<file path="config.mk">
export PLATFORM = sky130hd
export DESIGN_NAME = regfile_wb_arbiter
export DESIGN_NICKNAME = d
export VERILOG_FILES = /design/src/rtl/regfile_wb_arbiter.sv
export SDC_FILE = /design/constraint.sdc
export NUM_CORES = 1
export LEC_CHECK = 0
export ABC_CLOCK_PERIOD_IN_PS = 9400
export CORE_UTILIZATION = 55
export CTS_BUF_LIST = sky130_fd_sc_hd__clkbuf_4 sky130_fd_sc_hd__clkbuf_8
export DETAILED_ROUTE_END_ITERATION = 8
export GPL_TIMING_DRIVEN = 0
export PLACE_DENSITY_LB_ADDON = 0.05
export SYNTH_ARGS = -nofsm -noshare
export SYNTH_HDL_FRONTEND = slang
export SYNTH_SLANG_ARGS = --single-unit
</file>
<file path="constraint.sdc">
create_clock -name clk -period 9.4 [get_ports clk]
set_clock_uncertainty 0.2 [all_clocks]
set_input_delay 1.41 -clock clk [delete_from_list [all_inputs] [get_ports clk]]
set_output_delay 1.41 -clock clk [all_outputs]
set_load 0.05 [all_outputs]
</file>
<file path="src/rtl/regfile_wb_arbiter.sv">
// regfile_wb_arbiter: shares the register file's single write port between
// requester 0 (ALU) and requester 1 (LSU). Each requester feeds its own small
// FIFO. A round-robin arbiter drains one head per cycle into registered
// write-port signals.
//
// Ports:
//   clk, reset         rising-edge clock, async active-high reset
//   flush              sync; drops all queued writes and same-cycle enqueues
//   reqN_valid/ready   per-requester handshake (ready from registered count)
//   reqN_addr/data     destination register / value
//   wb_write_enable    register file write enable (0 for x0 beats)
//   wb_write_addr/data register file write address / data
//   wb_clear_addr      busy bit to clear, 0 when no write
//   wb_grant_id        source of the current wb_* beat
//   idle               both FIFOs empty and no write on the outputs

// Per-requester FIFO; one instance per writeback source.
module regfile_wb_arbiter_fifo #(
    parameter int ADDR_WIDTH = 5,
    parameter int DATA_WIDTH = 64,
    parameter int QDEPTH     = 2
) (
    input  logic                  clk,
    input  logic                  reset,
    input  logic                  flush,
    input  logic                  push,
    input  logic [ADDR_WIDTH-1:0] push_addr,
    input  logic [DATA_WIDTH-1:0] push_data,
    input  logic                  pop,
    output logic                  ready,
    output logic                  empty,
    output logic [ADDR_WIDTH-1:0] head_addr,
    output logic [DATA_WIDTH-1:0] head_data
);
    localparam int PW = $clog2(QDEPTH);
    localparam int CW = PW + 1;

    logic [ADDR_WIDTH-1:0] addr_mem [QDEPTH];
    logic [DATA_WIDTH-1:0] data_mem [QDEPTH];
    logic [PW-1:0]         wr_ptr, rd_ptr;
    logic [CW-1:0]         count;

    assign ready     = (count != CW'(QDEPTH));
    assign empty     = (count == '0);
    assign head_addr = addr_mem[rd_ptr];
    assign head_data = data_mem[rd_ptr];

    // Storage carries no reset; count/pointers alone define validity.
    always_ff @(posedge clk) begin
        if (push && !flush) begin
            addr_mem[wr_ptr] <= push_addr;
            data_mem[wr_ptr] <= push_data;
        end
    end

    always_ff @(posedge clk or posedge reset) begin
        if (reset) begin
            wr_ptr <= '0;
            rd_ptr <= '0;
            count  <= '0;
        end else if (flush) begin
            wr_ptr <= '0;
            rd_ptr <= '0;
            count  <= '0;
        end else begin
            if (push) wr_ptr <= wr_ptr + 1'b1;
            if (pop)  rd_ptr <= rd_ptr + 1'b1;
            count <= count + CW'(push) - CW'(pop);
        end
    end
endmodule

module regfile_wb_arbiter #(
    parameter int ADDR_WIDTH = 5,
    parameter int DATA_WIDTH = 64,
    parameter int QDEPTH     = 2
) (
    input  logic                  clk,
    input  logic                  reset,
    input  logic                  flush,
    input  logic                  req0_valid,
    output logic                  req0_ready,
    input  logic [ADDR_WIDTH-1:0] req0_addr,
    input  logic [DATA_WIDTH-1:0] req0_data,
    input  logic                  req1_valid,
    output logic                  req1_ready,
    input  logic [ADDR_WIDTH-1:0] req1_addr,
    input  logic [DATA_WIDTH-1:0] req1_data,
    output logic                  wb_write_enable,
    output logic [ADDR_WIDTH-1:0] wb_write_addr,
    output logic [DATA_WIDTH-1:0] wb_write_data,
    output logic [ADDR_WIDTH-1:0] wb_clear_addr,
    output logic                  wb_grant_id,
    output logic                  idle
);
    typedef struct packed {
        logic [ADDR_WIDTH-1:0] addr;
        logic [DATA_WIDTH-1:0] data;
    } wb_req_t;

    logic    [1:0] valid, ready, empty, pop;
    wb_req_t [1:0] req, head;
    logic          rr, grant, any, contested;
    wb_req_t       sel;

    assign valid = {req1_valid, req0_valid};
    assign req   = {wb_req_t'{req1_addr, req1_data}, wb_req_t'{req0_addr, req0_data}};

    for (genvar g = 0; g < 2; g++) begin : g_fifo
        regfile_wb_arbiter_fifo #(
            .ADDR_WIDTH(ADDR_WIDTH),
            .DATA_WIDTH(DATA_WIDTH),
            .QDEPTH    (QDEPTH)
        ) u_fifo (
            .clk      (clk),
            .reset    (reset),
            .flush    (flush),
            .push     (valid[g] && ready[g]),
            .push_addr(req[g].addr),
            .push_data(req[g].data),
            .pop      (pop[g]),
            .ready    (ready[g]),
            .empty    (empty[g]),
            .head_addr(head[g].addr),
            .head_data(head[g].data)
        );
    end

    assign req0_ready = ready[0];
    assign req1_ready = ready[1];

    // rr only decides when both heads compete; otherwise the lone one wins.
    assign any       = !(empty[0] && empty[1]);
    assign contested = !empty[0] && !empty[1];
    assign grant     = contested ? rr : empty[0];
    assign sel       = head[grant];
    assign pop[0]    = any && !grant && !flush;
    assign pop[1]    = any &&  grant && !flush;

    always_ff @(posedge clk or posedge reset) begin
        if (reset) begin
            rr              <= 1'b0;
            wb_write_enable <= 1'b0;
            wb_write_addr   <= '0;
            wb_write_data   <= '0;
            wb_clear_addr   <= '0;
            wb_grant_id     <= 1'b0;
        end else if (flush || !any) begin
            if (flush) rr <= 1'b0;
            wb_write_enable <= 1'b0;
            wb_write_addr   <= '0;
            wb_write_data   <= '0;
            wb_clear_addr   <= '0;
            wb_grant_id     <= 1'b0;
        end else begin
            if (contested) rr <= ~rr;
            // x0 writes still burn the slot but never touch the file.
            wb_write_enable <= (sel.addr != '0);
            wb_write_addr   <= sel.addr;
            wb_write_data   <= sel.data;
            wb_clear_addr   <= sel.addr;
            wb_grant_id     <= grant;
        end
    end

    assign idle = empty[0] && empty[1] && !wb_write_enable;
endmodule
</file>
======== Word-level counts from Yosys, hierarchy flattened ========
Memory sizes are Yosys's and may differ from the RTL's.
Index checks and enable logic that the tools add are counted.
storage, ports and cells
  output and inout port bits .............. 79
  bits in latches ......................... 0
  flip-flop bits (word level) ............. 80
  memories ................................ 4
  word-level logic and storage cells ...... 79
  bits in writable memories ............... 276
  input port bits ......................... 143
  ROM bits ................................ 0
memory list
  memory                     words  bits a word  rd ports  clocked after Yosys merged registers in  wr ports  RTL line  source
  g_fifo[0].u_fifo.data_mem  2      64           1         0                                        1         39        logic [DATA_WIDTH-1:0] data_mem [QDEPTH];
  g_fifo[1].u_fifo.data_mem  2      64           1         0                                        1         39
  g_fifo[0].u_fifo.addr_mem  2      5            1         0                                        1         38        logic [ADDR_WIDTH-1:0] addr_mem [QDEPTH];
  g_fifo[1].u_fifo.addr_mem  2      5            1         0                                        1         38
cells by class
  multiplexer cells ....................... 24
  bitwise logic cells ..................... 1
  reductions and logical operators ........ 27
  add/subtract/negate cells ............... 8
  multiply operators ...................... 0
  shifts and indexed selects .............. 0
  equal/unequal tests ..................... 3
  magnitude comparators ................... 1
  div/mod/pow operators ................... 0
operator list
  operator                                                                       number
  69-bit 2-to-1 mux                                                              2
  64-bit 2-to-1 mux                                                              1
  1-bit 2-to-1 mux                                                               18
  1-bit logical AND                                                              11
  2-bit nonzero test                                                             5
  1-bit logical NOT                                                              6
  2-bit inequality test (second input constant)                                  3
  5-bit 2-to-1 mux                                                               1
  5-bit nonzero test                                                             1
  1-bit adder (second input constant)                                            4
  2-bit by 1-bit adder with 2-bit output                                         2
  2-bit logical NOT                                                              2
  2-bit 2-to-1 mux                                                               2
  2-bit by 1-bit subtractor with 2-bit output                                    2
  1-bit by 2-bit less-than comparator with 1-bit output (second input constant)  1
  2-bit AND reduction                                                            1
  1-bit logical OR                                                               1
  1-bit NOT                                                                      1

======== Longest topological paths before layout ========
Gate-level depths: netlist (run 1).
  word-level depth ........................ 9
  depth in mapped cells ................... 12

======== By module ========
A second synthesis (run 1) with hierarchy kept.
unflattened totals
  cell total of the unflattened synthesis .. 813
  area, all modules ....................... 14567.7 um2
modules (own cells, without submodules)
  module                   cells each  sequential area each (um2)  area each (um2)  times used
  regfile_wb_arbiter_fifo  235         4244.1                      5549.1           2
  regfile_wb_arbiter       343         1801.7                      3469.6           1

======== Worst setup path before layout (run 1) ========
Ideal clock, no wire load.
  kind .................................... input to register
  from .................................... input flush
  to ...................................... memory g_fifo[1].u_fifo.addr_mem[1][0], enable pin
  stages on the path ...................... 3
  arrival time ............................ 6.854 ns
  data required time ...................... 8.605 ns
  slack ................................... 1.751 ns
  library setup time ...................... 0.595 ns
  path through ............................ clkbuf_1 -> clkbuf_1 -> nor3b_1
on the way
  longest elaborated chain between the ends .. 4
ends and longest elaborated chain
  item                                    RTL line  source
  start, declared                         80        input logic flush,
  1-bit logical NOT                       50        if (push && !flush) begin
  1-bit logical AND                       50
  1-bit 2-to-1 mux                        50
  1-bit 2-to-1 mux (implied by the code)  51        addr_mem[wr_ptr] <= push_addr;
  end, declared                           38
Every way passes these cells.

======== Final worst setup path (run 1) ========
  from .................................... register g_fifo[0].u_fifo.count[0]
  to ...................................... output idle
on the way
  longest elaborated chain between the ends .. 3
ends and longest elaborated chain
  item                            RTL line  source
  start, declared                 41        logic [CW-1:0] count;
  start signal, assigned          68        count <= count + CW'(push) - CW'(pop);
  2-bit logical NOT               44        assign empty = (count == '0);
  1-bit logical AND (2 in a row)  166       assign idle = empty[0] && empty[1] && !wb_write_enable;
  end, declared                   94        output logic idle
Every way passes these cells.

==> run_results.csv, run 1 <==
group,metric,value,unit
status,status,"finished, final reports clean",
worst_setup_path,reg2reg_depth,11,
worst_setup_path,path_cells,"or2_1, buf_2, nor4_1, clkdlybuf4s50_1",
global_route,grt_pass1_wl,46670,µm
power,p_leak,0.006244,µW
worst_setup_path,cp-start-kind,"flip-flop",
clocking,htreeDepth,2,
yosys,yosysUniqueCellTypes,38,
sta,max_freq,244.0,MHz
global_route,grt_max_degree,62,
global_route,gr-usage-all-layers,0.2439,
clocking,post_cts_resized,0,
yosys,muxShareOfSynthArea,0.05087,
placement,port_buffers,220,
cells_and_area,num-nets-final,1214,
clocking,clock-sinks,356,
global_route,antenna_found_initial,3,
drt,first_iter_violations,465,
worst_setup_path,crit_path_end_kind,"output pin",
yosys,synth_compound_area_frac,0.1140,
sta,rsz0062_at_grt,"no",
yosys,syn_inst,762,
worst_setup_path,cp_max_fo,6,
cells_and_area,drive_gt1_frac,0.1786,
clocking,clock_latency,0.58,ns
drt,via_per_inst,5.489,
drt,first_pass_iters,6,
worst_setup_path,slowest_stage,"clkdlybuf4s50_1",
yosys,syn_nets,909,
yosys,synth_top_family_by_area,"compound AO/OA/AOI/OAI gates",
yosys,yosysWarnings,0,
floorplanning,die_x,159.1,µm
clocking,cts_root_buf,"clkbuf_8",
global_route,grt_overflow,0,
sta,finalCritPeriodShare,0.4360,
sta,tightest_slew,1.029,ns
placement,gp_congestion,0.7591,
cells_and_area,fin_cells,1441,
drt,drt-wirelength-per-cell,20.86,µm
clocking,numCtsBuffers,55,
worst_setup_path,crit_path_max_incr_delay,0.86,ns
sta,final.setup.tns,0,ns
cells_and_area,nFillCells,1554,
yosys,synth_seq_cells,356,
worst_setup_path,worstPathRequired,7.79,ns
worst_setup_path,critPathArrivalTime,2.49,ns
yosys,synth-xor-area-share,0.001290,
power,power_density,321.0,nW/µm²
placement,dp_cells,1334,
min_path,hp-class,"flip-flop to flip-flop",
min_path,worstHoldPathCells,2,
power,ir_drop,0.0002172,V
floorplanning,fp.dieH,159.1,µm
sta,finalHoldViolCount,0,
sta,period_minus_slack,4.098,ns
floorplanning,io_pins,222,
yosys,yosys.area_share.simple,0.04663,
yosys,synth_area,13580,µm²
cells_and_area,area_growth,31.37,%
sta,slew_violations,0,
global_route,grt_pass1_vias,8166,
clocking,cts_hold_buf,0,
drt,ant_nets,0,
yosys,yosysSeqAreaShare,0.7579,
clocking,path_clk_slew,0.06,ns
yosys,synth_fa_ha_area_frac,0.003686,
drt,routed-via-count,7909,
sta,finalSetupViolCount,0,
floorplanning,floorplan.rows,57,
flow_run,max-cap-violations,0,
yosys,avgSynthCellArea,17.82,µm²
worst_setup_path,critPathKind,"flip-flop to output pin",
clocking,cts_buffer_depth,3,
drt,routed_wl,30060,µm
floorplanning,core_area,24250,µm²
floorplanning,start_util,0.5599,
floorplanning,die_area,25320,µm²
sta,relSlewSlack,0.3108,
placement,dpl.hpwl,20490,µm
drt,drc,0,
clocking,cts_setup_buffers,0,
clocking,cts_tree,"built",
## stage by stage
stage / hold WS, ns / instance area [µm²] / setup slack [ns] / power, µW / utilization
2_1_floorplan: 0.3356 / 13580 / 1.751 / 3585 / -
5_1_grt: 0.4331 / 17830 / 5.228 / 5970 / 0.7353
6_report: 0.4006 / 17840 / 5.302 / 5726 / 0.7356
3_3_place_gp: 0.3496 / 16180 / -2.705 / 4333 / 0.6674
4_1_cts: 0.3983 / 17830 / 5.273 / 5772 / 0.7352
3_5_place_dp: 0.3871 / 16550 / 5.382 / 4353 / 0.6827
## registers in the layout, indices dropped and copies added (netlist names)
name and flops:
g_fifo.u_fifo.addr_mem 20, g_fifo.u_fifo.count 4, g_fifo.u_fifo.data_mem 256, g_fifo.u_fifo.rd_ptr 2, g_fifo.u_fifo.wr_ptr 2, rr 1
wb_clear_addr 5, wb_grant_id 1, wb_write_data 64, wb_write_enable 1
## critical path, delay by kind of cell, from the launching register on
| kind | cells | cell delay, ns |
|---|---|---|
| and+or+nand+nor | 2 | 0.45 |
| DFF | 1 | 0.44 |
| buffers and inverters | 2 | 1.02 |
## layout make-up
class / count / area (µm²) / area share
Sequential cell: 356 / 10290 / 0.5769
Inverter: 10 / 40.04 / 0.002245
Timing Repair Buffer: 248 / 2549 / 0.1429
Antenna cell: 3 / 7.507 / 0.0004209
Clock buffer: 98 / 1217 / 0.06826
Tap cell: 324 / 405.4 / 0.02273
Buffer: 60 / 310.3 / 0.01740
Clock inverter: 6 / 57.56 / 0.003227
Multi-Input combinational cell: 336 / 2959 / 0.1659
## layer usage
metal | vias to the layer above | wire length (µm) | part of all wire | global-route usage
met5 | - | 16 | 0.00053 | 0
li1 | 3653 | - | - | -
met4 | 2 | 658 | 0.022 | 0.07823
met2 | 259 | 14990 | 0.50 | 0.4047
met3 | 51 | 1660 | 0.055 | 0.04480
met1 | 3944 | 12730 | 0.42 | 0.3294
## cell usage in the layout, fill, tap and decap left out, drive strengths merged, types with 4 or more instances in the layout
| cell | netlist | routed |
|---|---|---|
| ha | 4 | 4 |
| clkbuf | 30 | 128 |
| clkinv | 0 | 4 |
| a211oi | 69 | 69 |
| nor3 | 4 | 4 |
| buf | 30 | 58 |
| nor2 | 10 | 10 |
| o21ai | 6 | 6 |
| dfrtp | 80 | 80 |
| nor2b | 70 | 70 |
| clkdlybuf4s50 | 0 | 220 |
| a21oi | 5 | 5 |
| edfxtp | 276 | 276 |
| or3 | 5 | 5 |
| mux2i | 69 | 69 |
| inv | 10 | 11 |
| a2111oi | 66 | 66 |
## power breakdown
group | total [µW] | internal [µW] | switching (µW)
Combinational | 2240 | 772 | 1460
Sequential | 2080 | 1970 | 101
Clock | 1410 | 836 | 578
## kinds of logic (layout without fill, tap and decap cells)
family | after synthesis | after routing
AOI/OAI and AO/OA | 156 | 156
xor gates and xnor gates | 2 | 2
adders and majority gates | 4 | 4
buffers and inverters | 70 | 422
DFF | 356 | 356
muxes | 69 | 69
other | 0 | 3
and+or+nand+nor | 105 | 105
## synthesized netlist by cell type
master | count | share of area
nor2_2 | 1 | 0.00046
o32ai_1 | 1 | 0.00065
inv_1 | 10 | 0.0028
buf_6 | 4 | 0.0033
o21ai_0 | 4 | 0.0015
a211oi_2 | 21 | 0.019
and2b_1 | 3 | 0.0017
clkbuf_1 | 30 | 0.0083
a21o_1 | 1 | 0.00055
and2_1 | 2 | 0.00092
a21oi_1 | 5 | 0.0018
ha_1 | 4 | 0.0037
nor4b_1 | 2 | 0.0013
dfrtp_1 | 80 | 0.15
a211o_1 | 1 | 0.00065
o21ai_1 | 2 | 0.00074
a2111oi_1 | 8 | 0.0059
edfxtp_1 | 276 | 0.61
mux2i_1 | 69 | 0.051
nor2b_1 | 70 | 0.032
o21a_2 | 1 | 0.00065
nor4_1 | 3 | 0.0014
nand2_1 | 3 | 0.00083
a2111oi_0 | 47 | 0.030
xor2_1 | 2 | 0.0013
a2111oi_2 | 1 | 0.0011
buf_4 | 9 | 0.0050
o21ba_2 | 1 | 0.00074
nor3_1 | 4 | 0.0015
nor2_1 | 9 | 0.0025
a2111oi_4 | 10 | 0.020
nor3b_1 | 2 | 0.0011
or2_1 | 1 | 0.00046
or3_1 | 5 | 0.0023
a211oi_1 | 48 | 0.027
a22o_1 | 2 | 0.0013
a221oi_1 | 3 | 0.0019
buf_2 | 17 | 0.0063
## path summary, 6_finish.rpt
path	slack (ns)	endpoint	from
setup / recovery	5.30	idle	g_fifo[0].u_fifo.count[0]
min in group asynchronous	0.94	wb_write_data[24]	reset
max in group asynchronous	7.39	wb_write_data[2]	reset
hold / removal	0.40	g_fifo[1].u_fifo.wr_ptr	g_fifo[1].u_fifo.wr_ptr
setup reg to reg	6.43	g_fifo[0].u_fifo.count[1]	g_fifo[1].u_fifo.count[1]
hold reg to reg	0.40	g_fifo[1].u_fifo.wr_ptr	g_fifo[1].u_fifo.wr_ptr
Note: power is estimated with default switching activity, not from simulation.
==> inputs of run 2 (changes only) <==
ABC_CLOCK_PERIOD_IN_PS = 3300   (was 9400)
CORE_UTILIZATION = 50   (was 55)
clock period = 3.3 ns   (was 9.4 ns; I/O delays follow)
==> run_results.csv, run 2 (same netlist as run 1, synthesis figures left out) <==
group,metric,value,unit
worst_setup_path,cp-start-kind,"flip-flop",
clocking,htreeDepth,2,
floorplanning,io_pins,222,
global_route,grt_pass1_vias,8288,
cells_and_area,final_area,17900,µm²
cells_and_area,area_growth,31.82,%
flow_run,max-cap-violations,0,
floorplanning,die_x,166.8,µm
drt,first_iter_violations,558,
worst_setup_path,reg2reg_depth,12,
sta,finalCritPeriodShare,0.8714,
drt,routed-via-count,7875,
placement,port_buffers,220,
floorplanning,fp.dieH,166.8,µm
power,power_density,910.4,nW/µm²
worst_setup_path,critPathKind,"flip-flop to flip-flop",
sta,hold_slack,0.08894,ns
placement,dpl.hpwl,20710,µm
sta,max_freq,347.7,MHz
sta,period_minus_slack,2.876,ns
cells_and_area,top_register,"g_fifo.u_fifo.data_mem",
worst_setup_path,critPathArrivalTime,3.16,ns
min_path,worstHoldPathCells,2,
global_route,antenna_found_initial,4,
worst_setup_path,ff2ff_setup_slack,0.42,ns
drt,drt-wirelength-per-cell,21.33,µm
sta,slew_violations,0,
drt,ant_nets,0,
sta,finalSetupViolCount,0,
sta,tightest_slew,0.7078,ns
min_path,hp-class,"input port to flip-flop",
clocking,clock_latency,0.59,ns
placement,gp_congestion,0.7572,
clocking,cts_buffer_depth,3,
floorplanning,die_area,27820,µm²
worst_setup_path,regToRegEndpoint,"g_fifo[0].u_fifo.count[1]",
global_route,grt_pass1_wl,47480,µm
sta,relSlewSlack,0.5276,
cells_and_area,final_common_cell,"edfxtp_1",
floorplanning,core_area,26350,µm²
global_route,grt_overflow,0,
sta,finalHoldViolCount,0,
power,ir_drop,0.0005147,V
clocking,clock-sinks,356,
cells_and_area,mostFrequentLayoutCells,"edfxtp_1 (276), clkdlybuf4s50_1 (219), dfrtp_1 (80)",
sta,rsz0062_at_grt,"no",
power,p_leak,0.006260,µW
clocking,path_clk_slew,0.06,ns
global_route,grt_max_degree,60,
cells_and_area,num-nets-final,1207,
clocking,cts_root_buf,"clkbuf_8",
drt,routed_wl,30800,µm
worst_setup_path,worstReg2RegStart,"g_fifo[0].u_fifo.count[0]",
drt,first_pass_iters,5,
cells_and_area,largest_register_ffs,256,
worst_setup_path,worstPathRequired,3.59,ns
status,status,"finished, final reports clean",
floorplanning,start_util,0.5152,
floorplanning,floorplan.rows,59,
clocking,cts_tree,"built",
placement,postPlaceCellArea,16650,µm²
min_path,whs_endpoint,"g_fifo[0].u_fifo.count[0]",
global_route,gr-usage-all-layers,0.2263,
drt,drc,0,
drt,via_per_inst,5.454,
worst_setup_path,crit_path_end_kind,"flip-flop",
worst_setup_path,cp_max_fo,10,
cells_and_area,drive_gt1_frac,0.1814,
min_path,hp-start,"flush",
cells_and_area,reg_top3,"g_fifo.u_fifo.data_mem: 256 flops, wb_write_data: 64 flops, g_fifo.u_fifo.addr_mem: 20 flops",
clocking,numCtsBuffers,57,
-- run 2: timing repair --
item | CTS | global route
gates resized for setup | 0 | 1
endpoints found under the hold margin | 2 | 0
setup endpoints to repair | 0 | 1
buffers inserted | 0 | 0
hold buffers | 1 | 0
-- run 2: power breakdown --
part	switching [µW]	leakage, µW	internal (µW)	total (µW)
clock	1690	0.000670	2240	3930
sequential	281	0.00359	5620	5900
combinational	4230	0.00200	2230	6460
total	6200	0.00626	10100	16300
-- run 2: worst max path at each step --
stage                         startpoint                          endpoint  slack, ns  cells after the start
2_1_floorplan                      flush   g_fifo[1].u_fifo.addr_mem[1][0]       0.01                      3
3_3_place_gp                  req1_valid  g_fifo[1].u_fifo.data_mem[1][30]      -1.59                      3
5_1_grt        g_fifo[0].u_fifo.count[0]         g_fifo[0].u_fifo.count[1]       0.24                     12
6_report       g_fifo[0].u_fifo.count[0]         g_fifo[0].u_fifo.count[1]       0.42                     12
3_5_place_dp                  req0_valid  g_fifo[0].u_fifo.data_mem[1][34]       0.36                      6
4_1_cts        g_fifo[0].u_fifo.count[0]                              idle      0.008                      4
-- run 2: cell type report --
class                           count  area, µm²
Sequential cell                   356      10290
Fill cell                        1851       8457
Multi-Input combinational cell    336       3004
Timing Repair Buffer              239       2585
Clock buffer                       87       1072
Tap cell                          335      419.2
Buffer                             60      321.6
Clock inverter                     20      157.7
Inverter                           10      45.04
Antenna cell                        1      2.502
-- run 2: critical path, stage by stage, from the launching register on --
cell and delay, ns:
dfrtp_1 0.44, or2_1 0.24, buf_2 0.15, nand2_1 0.31
buf_6 0.22, buf_4 0.23, nor2_1 0.08, ha_1 0.27
inv_1 0.04, ha_1 0.17, xor2_1 0.15, and2_1 0.15
nor3_1 0.12
-- run 2: metal layers --
layer	vias up	wire (µm)	track usage
met2	282	14860	0.3677
met1	3902	13490	0.3088
met3	44	1945	0.05133
met4	6	469	0.06200
met5	-	39	0
li1	3641	-	-
-- run 2: metrics by stage --
step                      setup slack [ns]  power [µW]  std cells  utilization  TNS, ns
after floorplan                    0.01151       10210        762            -        0
after global placement              -1.586       12360       1317       0.6177  -485.40
after detailed placement            0.3628       12500       1335       0.6319        0
after CTS                         0.008407       16470       1443       0.6789        0
after global routing                0.2412       17040       1444       0.6791        0
final                               0.4244       16290       1444       0.6791        0
